**src/rtl/i2c_ball_tx_seq_pkg.sv**
```systemverilog
// Shared types for the ball-handoff link: FSM states, ball snapshot, payload packing.
// The checksum states exist only when BALL_TX_CHECKSUM_EN is defined.
package ball_link_pkg;

  localparam int BALL_PAYLOAD_LEN = 5;

  typedef enum logic [3:0] {
    IDLE,
    CMD_START,
    WAIT_START,
    CMD_ADDR,
    WAIT_ADDR,
    CMD_DATA,
    WAIT_DATA,
`ifdef BALL_TX_CHECKSUM_EN
    CMD_CSUM,
    WAIT_CSUM,
`endif
    CMD_STOP,
    WAIT_STOP
  } tx_state_e;

  typedef struct packed {
    logic [9:0] y;
    logic [7:0] vy;
    logic [1:0] grav;
    logic       coll;
  } ball_pkt_t;

  // idx 0..4 are payload bytes; any other index yields their XOR
  function automatic logic [7:0] pack_byte(ball_pkt_t p, logic [2:0] idx);
    logic [7:0] b0, b1, b2, b3, b4;
    b0 = {6'b0, p.y[9:8]};
    b1 = p.y[7:0];
    b2 = p.vy;
    b3 = {6'b0, p.grav};
    b4 = {7'b0, p.coll};
    case (idx)
      3'd0:    return b0;
      3'd1:    return b1;
      3'd2:    return b2;
      3'd3:    return b3;
      3'd4:    return b4;
      default: return b0 ^ b1 ^ b2 ^ b3 ^ b4;
    endcase
  endfunction

endpackage

```
**src/rtl/i2c_ball_tx_seq_if.sv**
```systemverilog
// Byte-command handshake between the ball sequencer and the I2C master.
// Sequencer side is the master modport, I2C engine side the slave.
interface i2c_ball_tx_seq_if;
  logic       i2c_en;
  logic       start;
  logic       stop;
  logic [7:0] tx_data;
  logic       ready;
  logic       tx_done;

  modport master (
    output i2c_en, start, stop, tx_data,
    input  ready, tx_done
  );

  modport slave (
    input  i2c_en, start, stop, tx_data,
    output ready, tx_done
  );
endinterface

```
**src/rtl/i2c_ball_tx_seq_timeout.sv**
```systemverilog
// Per-command watchdog: counts enabled cycles, clear wins, expire at CYC-1.
module ball_tx_timeout #(
  parameter int CYC = 100_000
) (
  input  logic clk,
  input  logic reset,
  input  logic clr,
  input  logic en,
  output logic expire
);
  localparam int W = (CYC > 2) ? $clog2(CYC) : 1;

  logic [W-1:0] cnt;

  always_ff @(posedge clk or negedge reset) begin
    if (!reset)   cnt <= '0;
    else if (clr) cnt <= '0;
    else if (en)  cnt <= cnt + 1'b1;
  end

  assign expire = en && (cnt == W'(CYC - 1));
endmodule

```
**src/rtl/i2c_ball_tx_seq.sv**
```systemverilog
// Ball-state packet sequencer: START, address, payload, STOP to the I2C master.
// Define BALL_TX_CHECKSUM_EN to append an XOR checksum byte.
import ball_link_pkg::*;

module i2c_ball_tx_seq #(
  parameter logic [6:0] SLV_ADDR    = 7'h3C,
  parameter int         TIMEOUT_CYC = 100_000
) (
  input  logic                     clk,
  input  logic                     reset,
  input  logic                     ball_send_trigger,
  input  logic [9:0]               ball_y,
  input  logic [7:0]               ball_vy,
  input  logic [1:0]               gravity_counter,
  input  logic                     is_collusion,
  i2c_ball_tx_seq_if.master        bus,
  output logic                     is_transfer,
  output logic                     tx_err
);
  localparam logic [7:0] ADDR_BYTE = {SLV_ADDR, 1'b0};
  localparam logic [2:0] LAST_IDX  = 3'(BALL_PAYLOAD_LEN - 1);

  tx_state_e  st, nxt, tgt;
  ball_pkt_t  cur, cur_n, pend, pend_n, snap;
  logic       pend_v, pv_n;
  logic [2:0] idx, idx_n;
  logic       trig_q, edge_r;
  logic       go, en_n, start_n, stop_n, err_n;
  logic [7:0] data_n;
  logic       in_wait, expire;

  assign snap = '{y: ball_y, vy: ball_vy,
                  grav: gravity_counter, coll: is_collusion};

  always_comb begin
    in_wait = st inside {WAIT_START, WAIT_ADDR, WAIT_DATA, WAIT_STOP};
`ifdef BALL_TX_CHECKSUM_EN
    in_wait = in_wait || (st == WAIT_CSUM);
`endif
  end

  ball_tx_timeout #(.CYC(TIMEOUT_CYC)) u_tmo (
    .clk    (clk),
    .reset  (reset),
    .clr    (en_n),
    .en     (in_wait),
    .expire (expire)
  );

  always_comb begin
    nxt     = st;
    tgt     = CMD_START;
    go      = 1'b0;
    en_n    = 1'b0;
    start_n = 1'b0;
    stop_n  = 1'b0;
    err_n   = 1'b0;
    data_n  = 8'h00;
    idx_n   = idx;
    cur_n   = cur;
    pend_n  = pend;
    pv_n    = pend_v;

    if (edge_r && st != IDLE) begin
      pend_n = snap;
      pv_n   = 1'b1;
    end

    case (st)
      IDLE: begin
        if (edge_r) begin
          cur_n = snap;
          go    = 1'b1;
        end else if (pend_v) begin
          cur_n = pend;
          pv_n  = 1'b0;
          go    = 1'b1;
        end
      end
`ifdef BALL_TX_CHECKSUM_EN
      CMD_CSUM,
`endif
      CMD_START, CMD_ADDR, CMD_DATA, CMD_STOP: begin
        go  = 1'b1;
        tgt = st;
      end
      WAIT_START: if (bus.tx_done) begin
        go  = 1'b1;
        tgt = CMD_ADDR;
      end
      WAIT_ADDR: if (bus.tx_done) begin
        go    = 1'b1;
        tgt   = CMD_DATA;
        idx_n = 3'd0;
      end
      WAIT_DATA: if (bus.tx_done) begin
        go = 1'b1;
        if (idx == LAST_IDX) begin
`ifdef BALL_TX_CHECKSUM_EN
          tgt = CMD_CSUM;
`else
          tgt = CMD_STOP;
`endif
        end else begin
          idx_n = idx + 3'd1;
          tgt   = CMD_DATA;
        end
      end
`ifdef BALL_TX_CHECKSUM_EN
      WAIT_CSUM: if (bus.tx_done) begin
        go  = 1'b1;
        tgt = CMD_STOP;
      end
`endif
      // a same-cycle trigger edge counts as a pending request
      WAIT_STOP: if (bus.tx_done) begin
        if (edge_r) begin
          cur_n = snap;
          pv_n  = 1'b0;
          go    = 1'b1;
        end else if (pend_v) begin
          cur_n = pend;
          pv_n  = 1'b0;
          go    = 1'b1;
        end else begin
          nxt = IDLE;
        end
      end
      default: nxt = IDLE;
    endcase

    if (in_wait && !bus.tx_done && expire) begin
      err_n = 1'b1;
      if (st == WAIT_STOP) begin
        nxt = IDLE;
      end else begin
        go  = 1'b1;
        tgt = CMD_STOP;
      end
    end

    // strobe is registered, so it is decided one cycle ahead
    if (go) begin
      nxt = tgt;
      if (bus.ready) begin
        en_n = 1'b1;
        case (tgt)
          CMD_START: begin
            nxt     = WAIT_START;
            start_n = 1'b1;
          end
          CMD_ADDR: begin
            nxt    = WAIT_ADDR;
            data_n = ADDR_BYTE;
          end
          CMD_DATA: begin
            nxt    = WAIT_DATA;
            data_n = pack_byte(cur_n, idx_n);
          end
`ifdef BALL_TX_CHECKSUM_EN
          CMD_CSUM: begin
            nxt    = WAIT_CSUM;
            data_n = pack_byte(cur_n, 3'd5);
          end
`endif
          CMD_STOP: begin
            nxt    = WAIT_STOP;
            stop_n = 1'b1;
          end
          default: begin
            nxt  = IDLE;
            en_n = 1'b0;
          end
        endcase
      end
    end
  end

  always_ff @(posedge clk or negedge reset) begin
    if (!reset) begin
      st          <= IDLE;
      cur         <= '0;
      pend        <= '0;
      pend_v      <= 1'b0;
      idx         <= 3'd0;
      trig_q      <= 1'b0;
      edge_r      <= 1'b0;
      bus.i2c_en  <= 1'b0;
      bus.start   <= 1'b0;
      bus.stop    <= 1'b0;
      bus.tx_data <= 8'h00;
      is_transfer <= 1'b0;
      tx_err      <= 1'b0;
    end else begin
      st          <= nxt;
      cur         <= cur_n;
      pend        <= pend_n;
      pend_v      <= pv_n;
      idx         <= idx_n;
      trig_q      <= ball_send_trigger;
      edge_r      <= ball_send_trigger & ~trig_q;
      bus.i2c_en  <= en_n;
      bus.start   <= start_n;
      bus.stop    <= stop_n;
      bus.tx_data <= data_n;
      is_transfer <= (nxt != IDLE);
      tx_err      <= err_n;
    end
  end
endmodule

```
**src/flat_wrapper.sv**
```systemverilog
// flat-port wrapper written by rule: the top's interface ports become plain ports
module i2c_ball_tx_seq_flat 
#(
  parameter logic [6:0] SLV_ADDR    = 7'h3C,
  parameter int         TIMEOUT_CYC = 100_000
)
  (clk, reset, ball_send_trigger, ball_y, ball_vy, gravity_counter, is_collusion, is_transfer, tx_err, bus_i2c_en, bus_start, bus_stop, bus_tx_data, bus_ready, bus_tx_done);
  i2c_ball_tx_seq_if bus_i ();
  input  logic clk;
  input  logic reset;
  input  logic ball_send_trigger;
  input  logic [9:0] ball_y;
  input  logic [7:0] ball_vy;
  input  logic [1:0] gravity_counter;
  input  logic is_collusion;
  output logic is_transfer;
  output logic tx_err;
  output wire logic [$bits(bus_i.i2c_en)-1:0] bus_i2c_en;
  output wire logic [$bits(bus_i.start)-1:0] bus_start;
  output wire logic [$bits(bus_i.stop)-1:0] bus_stop;
  output wire logic [$bits(bus_i.tx_data)-1:0] bus_tx_data;
  input wire logic [$bits(bus_i.ready)-1:0] bus_ready;
  input wire logic [$bits(bus_i.tx_done)-1:0] bus_tx_done;
  assign bus_i2c_en = bus_i.i2c_en;
  assign bus_start = bus_i.start;
  assign bus_stop = bus_i.stop;
  assign bus_tx_data = bus_i.tx_data;
  assign bus_i.ready = bus_ready;
  assign bus_i.tx_done = bus_tx_done;
  i2c_ball_tx_seq #(.SLV_ADDR(SLV_ADDR), .TIMEOUT_CYC(TIMEOUT_CYC)) u_core (.clk(clk), .reset(reset), .ball_send_trigger(ball_send_trigger), .ball_y(ball_y), .ball_vy(ball_vy), .gravity_counter(gravity_counter), .is_collusion(is_collusion), .bus(bus_i), .is_transfer(is_transfer), .tx_err(tx_err));
endmodule
```
**config.mk**
```make
export PLATFORM = sky130hd
export DESIGN_NAME = i2c_ball_tx_seq_flat
export DESIGN_NICKNAME = d
export VERILOG_FILES = /design/src/rtl/i2c_ball_tx_seq_pkg.sv /design/src/rtl/i2c_ball_tx_seq_if.sv /design/src/rtl/i2c_ball_tx_seq_timeout.sv /design/src/rtl/i2c_ball_tx_seq.sv /design/src/flat_wrapper.sv
export SDC_FILE = /design/constraint.sdc
export NUM_CORES = 1
export LEC_CHECK = 0
export BUFFER_PORTS_ARGS = -buffer_cell sky130_fd_sc_hd__buf_2
export CORE_MARGIN = 2
export CORE_UTILIZATION = 50
export CTS_BUF_LIST = sky130_fd_sc_hd__clkbuf_8
export DETAILED_ROUTE_END_ITERATION = 8
export PLACE_DENSITY = 0.69
export RECOVER_POWER = 50
export SETUP_SLACK_MARGIN = 0.15
export SKIP_LAST_GASP = 1
export SYNTH_ARGS = -nofsm -noshare
export SYNTH_HDL_FRONTEND = slang
export SYNTH_SLANG_ARGS = --single-unit
export TNS_END_PERCENT = 10
```
**constraint.sdc**
```tcl
create_clock -name clk -period 3 [get_ports clk]
set_input_delay 0.15 -clock clk [delete_from_list [all_inputs] [get_ports clk]]
set_output_delay 0.15 -clock clk [all_outputs]
set_load 0.01 [all_outputs]
```
==> flow_summary.ini, run 1 <==
[drt]
drt_iter0_drc = 212
ant_nets = 0
num_vias = 3373
route.detailed.drc = 0
firstDrtPassIters = 5
wl_per_cell_um = 16.87
wl_um = 9702
viasPerCell = 5.866

[floorplanning]
die-width_um = 95.92
dieArea_sq_um = 9200
coreArea_sq_um = 8217
initial_core_util_pct = 51.41
ioPinCount = 39
fp-row-count = 33
fp.dieH_um = 95.92

[worst_setup_path]
cp_cell_sequence = or4b_1 -> or4_1 -> and4bb_2 -> nor2b_2 -> a311o_2 -> or3_1
critPathKind = reg2reg
start_kind = flip-flop
crit_fanout = 5
rrSetupSlack_ns = 0.26
cp.arrival_ns = 2.97
crit_slowest_cell = or4b_1
timing.critical_path.buf_inv = 0
worstSetupEndpointType = flip-flop
cp_top_family = simple AND/OR/NAND/NOR gates
cpPeakStageDelay_ns = 0.53
cp.required_ns = 3.23

[clock_tree]
clk_pin_slew_ns = 0.08
cts_tree = built
cts_made_buffers = 9
cts_sinks = 82
clkLatencyLatePin_ns = 0.35
root_buffer = clkbuf_8
clockBufferDepth = 2
post_cts_buffers = 0
cts_max_level = 3

[sta]
relSlewSlack_pct = -34.95
fin_crit_sh_pct = 91.29
rsz0062_at_grt = false
skew_ns = 0.009627
min_period_ns = 2.739
hold_viol = 0
holdWs_ns = 0.04820
timing.setup.tns_ns = 0
setup_viol = 0
drv_slew = 83
worstMarginPinSlew_ns = 2.024
fmax_ghz = 0.3651

[pwr]
p_int_mw = 3.015
swShare_pct = 38.48
comb_power_share_pct = 46.4
p_sw_mw = 1.886
ir_worst_vdd_mv = 0.4222
p_per_area_nw_per_um2 = 1023
sequentialPowerShare_pct = 35.5
pwr-share-clk_pct = 18.1
leakage_nw = 2.125

[yosys]
yosys-top-cells-area = dfrtp_1 49%, mux2_2 4.8%, nor2_1 4.0%
yosysUniqueCellTypes = 62
synth_edf_count = 0
synth_nets = 455
syn_avg_cell_area_sq_um = 9.916
ys_seq_elements = 82
netlist_area_sq_um = 4224
yosys.area.top_type = dfrtp_1
synth_top_cell_area_share_pct = 48.58
async_flop_share_pct = 100.0
yosys_warnings = 0
netlist_instances = 426
ys.flop_type = dfrtp_1
yosysSeqAreaShare_pct = 48.58

[flow_run]
drv_cap = 1

[outcome]
status = finished with violations
violations = capacitance limit, slew limit

[global_route]
first_global_vias = 3324
overflow = 0
grt_pass1_wl_um = 16240
grt_usage_pct = 23.09
antenna_found_initial = 0
grt_max_degree = 83

[finish]
final_cell_mix = 82 x dfrtp_1, 45 x nor2_1, 33 x o21ai_0
final_area_sq_um = 4790
multi_input_area_sq_um = 1992
stdcell_count = 575
layout-drive-gt1-share_pct = 19.79
antenna_cells = 0
final_common_cell = dfrtp_1
seqCellArea_sq_um = 2052
syn2layout_area_growth_pct = 13.39
fill_cells = 717
nNetsFinal = 495

[placement]
placedCellCount = 559
dp.final_hpwl_um = 6554
port-buffer-count = 38
placed_area_sq_um = 4563
place_congestion = 0.8293

[min_path]
hold_path_class = in2reg
[metrics by stage]
stage	power (mW)	worst slack, ns	utilization [%]
global route	5.279	0.1516	58.29
detailed placement	3.991	0.3368	55.54
floorplan	3.385	0.4819	-
CTS	4.892	0.2504	58.31
finish	4.901	0.2613	58.29
global placement	3.924	0.3368	55.54
[final timing paths]
path / from / end / cells past startpoint
worst min register to register: u_core.trig_q$_DFF_PN0_ / u_core.edge_r$_DFF_PN0_ / 1
max in group asynchronous: reset / u_core.cur[18]$_DFF_PN0_ / 1
worst max register to register: u_core.u_tmo.cnt[12]$_DFFE_PN0P_ / u_core.is_transfer$_DFF_PN0_ / 6
min in group asynchronous: reset / u_core.bus.stop$_DFF_PN0_ / 1
worst min-delay path: ball_vy[6] / u_core.pend[9]$_DFFE_PN0P_ / 2
worst max-delay path: u_core.u_tmo.cnt[12]$_DFFE_PN0P_ / u_core.is_transfer$_DFF_PN0_ / 6
[logic make-up (layout without fill, tap and decap cells)]
kind of cell | count (synthesis) | count (layout) | synth area share (%)
adders and majority gates | 3 | 3 | 0.8887
muxes | 19 | 19 | 5.035
DFF | 82 | 82 | 48.58
buffers and inverters | 48 | 92 | 4.443
and+or+nand+nor | 140 | 140 | 17.80
xor gates and xnor gates | 22 | 22 | 5.213
AOI/OAI and AO/OA | 112 | 112 | 18.04
[flip-flops by register name, summed over array words and instances, names as in the netlist, 3 cells and up]
register and cells:
u_core.st 4, u_core.pend 21, u_core.idx 3, u_core.u_tmo.cnt 17, u_core.bus.tx_data 8, u_core.cur 21
[what timing repair did]
action / in CTS / in global routing
resized for setup: 0 / 2
endpoints found under the setup margin: 0 / 3
hold buffers: 1 / 0
hold endpoints to repair: 1 / 0
[power groups by stage]
stage / combinational [mW] / clock [mW] / sequential, mW
after global placement: 2.20 / 0 / 1.73
after detailed placement: 2.25 / 0 / 1.75
after global routing: 2.55 / 0.947 / 1.78
final: 2.28 / 0.886 / 1.74
after floorplan: 1.71 / 0 / 1.68
after CTS: 2.27 / 0.901 / 1.72
[synth_stat cells, types with 10 or more instances]
library cell	count
a22oi_1	13
a31oi_1	12
clkbuf_1	19
dfrtp_1	82
inv_1	21
mux2_2	18
nand2_1	18
nor2_1	45
nor2b_1	21
o21ai_0	33
xnor2_1	10
xor2_1	10
[metal layers]
metal | routed length, um | up-vias | track usage, %
li1 | - | 1613 | -
met1 | 4665 | 1661 | 32.70
met2 | 4440 | 84 | 35.43
met3 | 401 | 15 | 4.385
met4 | 194 | 0 | 8.571
met5 | 0 | - | 0
[area by class of cell]
class | instances | area share, %
Clock buffer | 10 | 2.874
Clock inverter | 5 | 1.672
Inverter | 22 | 1.724
Multi-Input combinational cell | 296 | 41.59
Sequential cell | 82 | 42.84
Tap cell | 105 | 2.743
Timing Repair Buffer | 55 | 6.557
Power figures use the tool's default switching activity.
==> run 2: changes to the inputs <==
clock period = 3.3 ns   (was 3 ns; I/O delays follow)
==> run 2 against run 1 <==
The run still ends with capacitance limit, slew limit left. Global-route usage shrank 0.78 points. Die area unchanged. Final area down 1.2%. Maximum frequency down 8.3%. Final cell count down 1.0%. Sequential cell count did not move. Worst hold slack improved by 0.0045 ns. Setup slack improved by 0.053 ns. Non-clock buffer count decreased by 6. First-iteration DRC count up 13%. Clock power shrank 15%. Critical endpoint is now u_core.bus.tx_data[1]$_DFF_PN0_. Largest cell class unchanged.
==> flow_summary.ini, run 2 (synthesis gave the netlist of run 1 again) <==
[finish]
utilization_pct = 57.59
antenna_cells = 0
reg_top3 = u_core.cur x21, u_core.pend x21, u_core.u_tmo.cnt x17
final_area_sq_um = 4732
final_cell_mix = 82 x dfrtp_1, 45 x nor2_1, 33 x o21ai_0
syn2layout_area_growth_pct = 12.03
layout-drive-gt1-share_pct = 18.97
final_common_cell = dfrtp_1
nNetsFinal = 489

[clock_tree]
clkLatencyLatePin_ns = 0.36
cts_made_buffers = 9
root_buffer = clkbuf_8
cts_max_level = 3
cts_tree = built
clockBufferDepth = 2
clk_pin_slew_ns = 0.09
cts_sinks = 82

[sta]
rsz0062_at_grt = false
relSlewSlack_pct = -36.85
fmax_ghz = 0.3350
worstMarginPinSlew_ns = 2.053
min_period_ns = 2.985
hold_viol = 0
drv_slew = 83
timing.final.ws_setup_ns = 0.3146
setup_viol = 0
skew_ns = 0.01509
fin_crit_sh_pct = 90.47
timing.setup.tns_ns = 0

[worst_setup_path]
start_kind = flip-flop
r2r-end = u_core.bus.tx_data[1]$_DFF_PN0_
reg2reg_depth = 8
cp.arrival_ns = 3.16
cp_cell_sequence = nor3_4 -> and2_1 -> buf_4 -> a31oi_1 -> o21ai_1 -> xnor3_1 -> nor2_1 -> a2111oi_1
cpPeakStageDelay_ns = 0.64
critPathKind = reg2reg
r2r_start = u_core.st[2]$_DFF_PN0_
cp.required_ns = 3.47
worstSetupEndpointType = flip-flop
crit_fanout = 10
rrSetupSlack_ns = 0.31
crit_slowest_cell = a2111oi_1

[pwr]
leakage_nw = 2.086
p_per_area_nw_per_um2 = 920.9
ir_worst_vdd_mv = 0.3259
power_mw = 4.358

[floorplanning]
ioPinCount = 39
initial_core_util_pct = 51.41
dieArea_sq_um = 9200
fp-row-count = 33
coreArea_sq_um = 8217
fp.dieH_um = 95.92
die-width_um = 95.92

[drt]
viasPerCell = 5.928
wl_um = 9661
route.detailed.drc = 0
ant_nets = 0
drt_iter0_drc = 239
num_vias = 3373
wl_per_cell_um = 16.98
firstDrtPassIters = 5

[global_route]
overflow = 0
grt_pass1_wl_um = 15680
antenna_found_initial = 0
grt_usage_pct = 22.32
grt_max_degree = 83
first_global_vias = 3178

[min_path]
hold_end = u_core.pend[4]$_DFFE_PN0P_
hold_depth = 2
hp-start = ball_vy[1]
hold_path_class = in2reg

[outcome]
status = finished with violations
violations = capacitance limit, slew limit

[placement]
dp.final_hpwl_um = 6567
dp_slack_ns = 0.1334
place_congestion = 0.8408
placed_area_sq_um = 4518
port-buffer-count = 38

[flow_run]
drv_cap = 1
## run 2: timing repair
item                                   CTS  global route
endpoints found under the hold margin    1             0
setup endpoints to repair                1             1
buffers inserted                         0             0
hold buffers                             1             0
resized for setup                        1             2
## run 2: power breakdown
group | internal (mW) | switching, mW | total [mW]
sequential | 1.36 | 0.233 | 1.59
clock | 0.387 | 0.368 | 0.755
combinational | 0.898 | 1.11 | 2.01
## run 2: worst max-delay path, delay by kind of cell, from the launching register on
family | cells | cell delay [ns]
and+or+nand+nor | 3 | 0.84
AOI/OAI and AO/OA | 3 | 0.96
DFF | 1 | 0.49
xor gates and xnor gates | 1 | 0.27
buffers and inverters | 1 | 0.25
## run 2: cell type report
cell class | count | area (sq um)
clock buffers | 11 | 151.4
inverters | 22 | 82.58
clock inverters | 4 | 51.30
flip-flops and latches | 82 | 2052
well taps | 105 | 131.4
fillers | 718 | 3485
multi-input cells | 296 | 1994
repair buffers | 49 | 269.0
## run 2: worst max-delay path by stage
stage                                          startpoint                         endpoint  slack, ns  cells after the start
after floorplan           u_core.u_tmo.cnt[8]$_DFFE_PN0P_     u_core.is_transfer$_DFF_PN0_       0.78                      6
after global placement             u_core.st[2]$_DFF_PN0_  u_core.bus.tx_data[1]$_DFF_PN0_       0.16                      7
after detailed placement           u_core.st[2]$_DFF_PN0_  u_core.bus.tx_data[1]$_DFF_PN0_       0.13                      7
after CTS                          u_core.st[2]$_DFF_PN0_  u_core.bus.tx_data[1]$_DFF_PN0_       0.16                      7
after global routing              u_core.idx[0]$_DFF_PN0_  u_core.bus.tx_data[5]$_DFF_PN0_       0.18                      9
final                              u_core.st[2]$_DFF_PN0_  u_core.bus.tx_data[1]$_DFF_PN0_       0.31                      8
## run 2: metrics by stage
| stage | hold WS [ns] | std cells |
|---|---|---|
| finish | 0.05271 | 569 |
| global route | 0.03918 | 569 |
| CTS | 0.01550 | 569 |
| detailed placement | 0.2927 | 553 |
| global placement | 0.2901 | 553 |
| floorplan | -0.1306 | 426 |
## run 2: metal layers
metal | part of all wire (%) | global-route usage, % | vias to the layer above
met5 | 0 | 0 | -
met4 | 2.2 | 8.690 | 0
met3 | 4.9 | 4.229 | 26
met2 | 45 | 33.68 | 95
met1 | 48 | 31.93 | 1654
li1 | - | - | 1598
==> run 3: changes to the inputs <==
SYNTH_HIERARCHICAL = 1   (was not set)
==> run 3 against run 2 <==
The run still ends with capacitance limit, slew limit left. Clock power is 9.1% lower. Sequential power decreased by 4%. Critical path type unchanged. Sequential share of layout area shrank 1.4 points. Worst hold slack got worse by 0.010 ns. Final area rose by 3.3%. Critical endpoint is now u_core/u_tmo/cnt[14]$_DFFE_PN0P_. Critical path depth is 2 higher.
==> flow_summary.ini, run 3 <==
[outcome]
status = finished with violations
violations = capacitance limit, slew limit

[yosys]
synth_edf_count = 0
yosys.area_share.simple_pct = 17.07
syn_avg_cell_area_sq_um = 10.23
synth_top_family_by_area = compound AO/OA/AOI/OAI gates
yosys.area.top_type = dfrtp_1
async_flop_share_pct = 100.0
synth_nets = 451
ys_seq_elements = 82
synth_xor_area_share_pct = 4.580
ys.flop_type = dfrtp_1
synthMuxAreaShare_pct = 5.971
yosys_warnings = 6
netlist_instances = 422
yosys-top-cells-area = dfrtp_1 48%, mux2_2 5.0%, nand2_1 3.0%
synth_compound_area_share_pct = 19.39
synth_top_cell_area_share_pct = 47.54
yosysSeqAreaShare_pct = 47.54
synth_fa_ha_area_share_pct = 0.8696
netlist_area_sq_um = 4317
yosysMostFrequentCell = dfrtp_1
yosysUniqueCellTypes = 66
yosys-top-cells-count = 82 x dfrtp_1, 35 x nand2_1, 26 x a21oi_1

[clock_tree]
clockBufferDepth = 2
cts_made_buffers = 9
clk_pin_slew_ns = 0.09
cts_sinks = 82
cts_max_level = 3
root_buffer = clkbuf_8
cts_tree = built
clkLatencyLatePin_ns = 0.36

[finish]
final_cell_mix = 81 x dfrtp_1, 35 x nand2_1, 32 x buf_2
layout-drive-gt1-share_pct = 23.08
nNetsFinal = 492
final_common_cell = dfrtp_1
syn2layout_area_growth_pct = 13.28
seqCellArea_sq_um = 2053
final_area_sq_um = 4890
multi_input_area_sq_um = 2128
fill_cells = 726
reg_top3 = u_core/cur x21, u_core/pend x21, u_core/u_tmo/cnt x17

[global_route]
grt_pass1_wl_um = 16990
grt_usage_pct = 22.20
grt_max_degree = 83
first_global_vias = 3393
antenna_found_initial = 1
overflow = 0

[min_path]
hold_path_class = in2reg
hp-start = ball_vy[4]

[pwr]
sequentialPowerShare_pct = 36.3
swShare_pct = 41.10
ir_worst_vdd_mv = 0.4117
p_int_mw = 2.466
p_per_area_nw_per_um2 = 856.4
p_sw_mw = 1.721
pwr-share-clk_pct = 16.4
leakage_nw = 2.127
power_mw = 4.187
comb_power_share_pct = 47.3

[drt]
num_vias = 3492
wl_um = 9985
ant_nets = 0
firstDrtPassIters = 5
viasPerCell = 6.084
drt_iter0_drc = 212
route.detailed.drc = 0
wl_per_cell_um = 17.40

[placement]
port-buffer-count = 38
place_congestion = 0.8322
placed_area_sq_um = 4634
dp.final_hpwl_um = 6622

[floorplanning]
die-width_um = 96.92
coreArea_sq_um = 8299
dieArea_sq_um = 9393
fp.dieH_um = 96.92
ioPinCount = 39
initial_core_util_pct = 52.01
fp-row-count = 33

[worst_setup_path]
worstSetupEndpointType = flip-flop
start_kind = flip-flop
r2r_start = u_core/u_tmo/cnt[8]$_DFFE_PN0P_
cp.required_ns = 3.58
crit_fanout = 21
cp.arrival_ns = 3.27
cp-startpoint = u_core/u_tmo/cnt[8]$_DFFE_PN0P_
critPathKind = reg2reg

[sta]
setup_viol = 0
fmax_ghz = 0.3346
holdWs_ns = 0.04276
min_period_ns = 2.989
fin_crit_sh_pct = 90.57
skew_ns = 0.01109
hold_viol = 0
worstMarginPinSlew_ns = 2.031
timing.setup.tns_ns = 0
rsz0062_at_grt = true
relSlewSlack_pct = -35.38
drv_slew = 83

[flow_run]
drv_cap = 1
-- run 3: cell count changes after synthesis, moves of 5 or more --
cell | before | now
a21oi_1 | 8 | 26
a2bb2oi_1 | 0 | 8
a31oi_1 | 12 | 0
clkbuf_1 | 19 | 7
nand2_1 | 18 | 35
nand4_1 | 8 | 13
nor2_1 | 45 | 25
nor2b_1 | 21 | 5
o21ai_0 | 33 | 21
o21ai_1 | 2 | 10
-- run 3: path summary, 6_finish.rpt --
kind,slack (ns),cells past startpoint,endpoint
setup / recovery,0.31,10,u_core/u_tmo/cnt[14]$_DFFE_PN0P_
hold / removal,0.04,2,u_core/pend[7]$_DFFE_PN0P_
setup reg to reg,0.31,10,u_core/u_tmo/cnt[14]$_DFFE_PN0P_
hold reg to reg,0.40,1,u_core/edge_r$_DFF_PN0_
max in group asynchronous,1.62,1,u_core/u_tmo/cnt[8]$_DFFE_PN0P_
min in group asynchronous,0.37,1,u_core/st[1]$_DFF_PN0_
-- run 3: per-stage QoR --
stage | cells | utilization (%) | worst slack, ns
floorplan | 422 | - | 0.1802
global placement | 554 | 55.84 | 0.2392
detailed placement | 554 | 55.84 | 0.1287
CTS | 571 | 58.40 | 0.1825
global route | 574 | 58.92 | 0.1015
finish | 574 | 58.92 | 0.3113
-- run 3: worst max-delay path, cell delays in order, from the launching register on --
cell and delay, ns:
dfrtp_2 0.46, or4b_4 0.56, nor3_2 0.23, nor2_1 0.10, mux2i_2 0.21, o2bb2ai_4 0.14
nor2_4 0.13, buf_6 0.21, o2111ai_4 0.20, or4_1 0.53, a21oi_1 0.14
-- run 3: final cells by class --
class	count	share of cell area, %
well taps	105	2.687
diodes	1	0.05118
inverters	20	1.535
clock inverters	6	1.024
flip-flops and latches	82	41.99
repair buffers	54	6.372
multi-input cells	296	43.53
clock buffers	10	2.815
-- run 3: power by group through the flow --
stage	Combinational (mW)	Sequential (mW)	Clock [mW]
6_report	1.98	1.52	0.686
5_1_grt	2.20	1.57	0.755
4_1_cts	1.94	1.51	0.711
3_5_place_dp	1.92	1.53	0
3_3_place_gp	1.87	1.51	0
2_1_floorplan	1.47	1.51	0
-- run 3: repair_timing --
| item | in CTS | in global routing |
|---|---|---|
| hold buffers | 1 | 0 |
| endpoints found under the hold margin | 1 | 0 |
| pin swaps | 0 | 3 |
| endpoints found under the setup margin | 1 | 14 |
| resized for setup | 2 | 8 |
| setup buffers | 0 | 2 |
| cloned | 0 | 0 |
-- run 3: cells by family (layout without fill, tap and decap cells) --
logic type | after synthesis | after routing
mux | 23 | 23
compound gates | 115 | 115
buf+inv | 44 | 90
other cells | 0 | 1
fa+ha+maj | 3 | 3
simple gates | 134 | 134
flops | 82 | 82
xor+xnor | 21 | 21
-- run 3: layer usage --
metal	part of all wire (%)	track usage (%)
met1	47	32.54
met2	46	32.48
met3	4.4	4.480
met4	2.6	8.667
met5	0	0
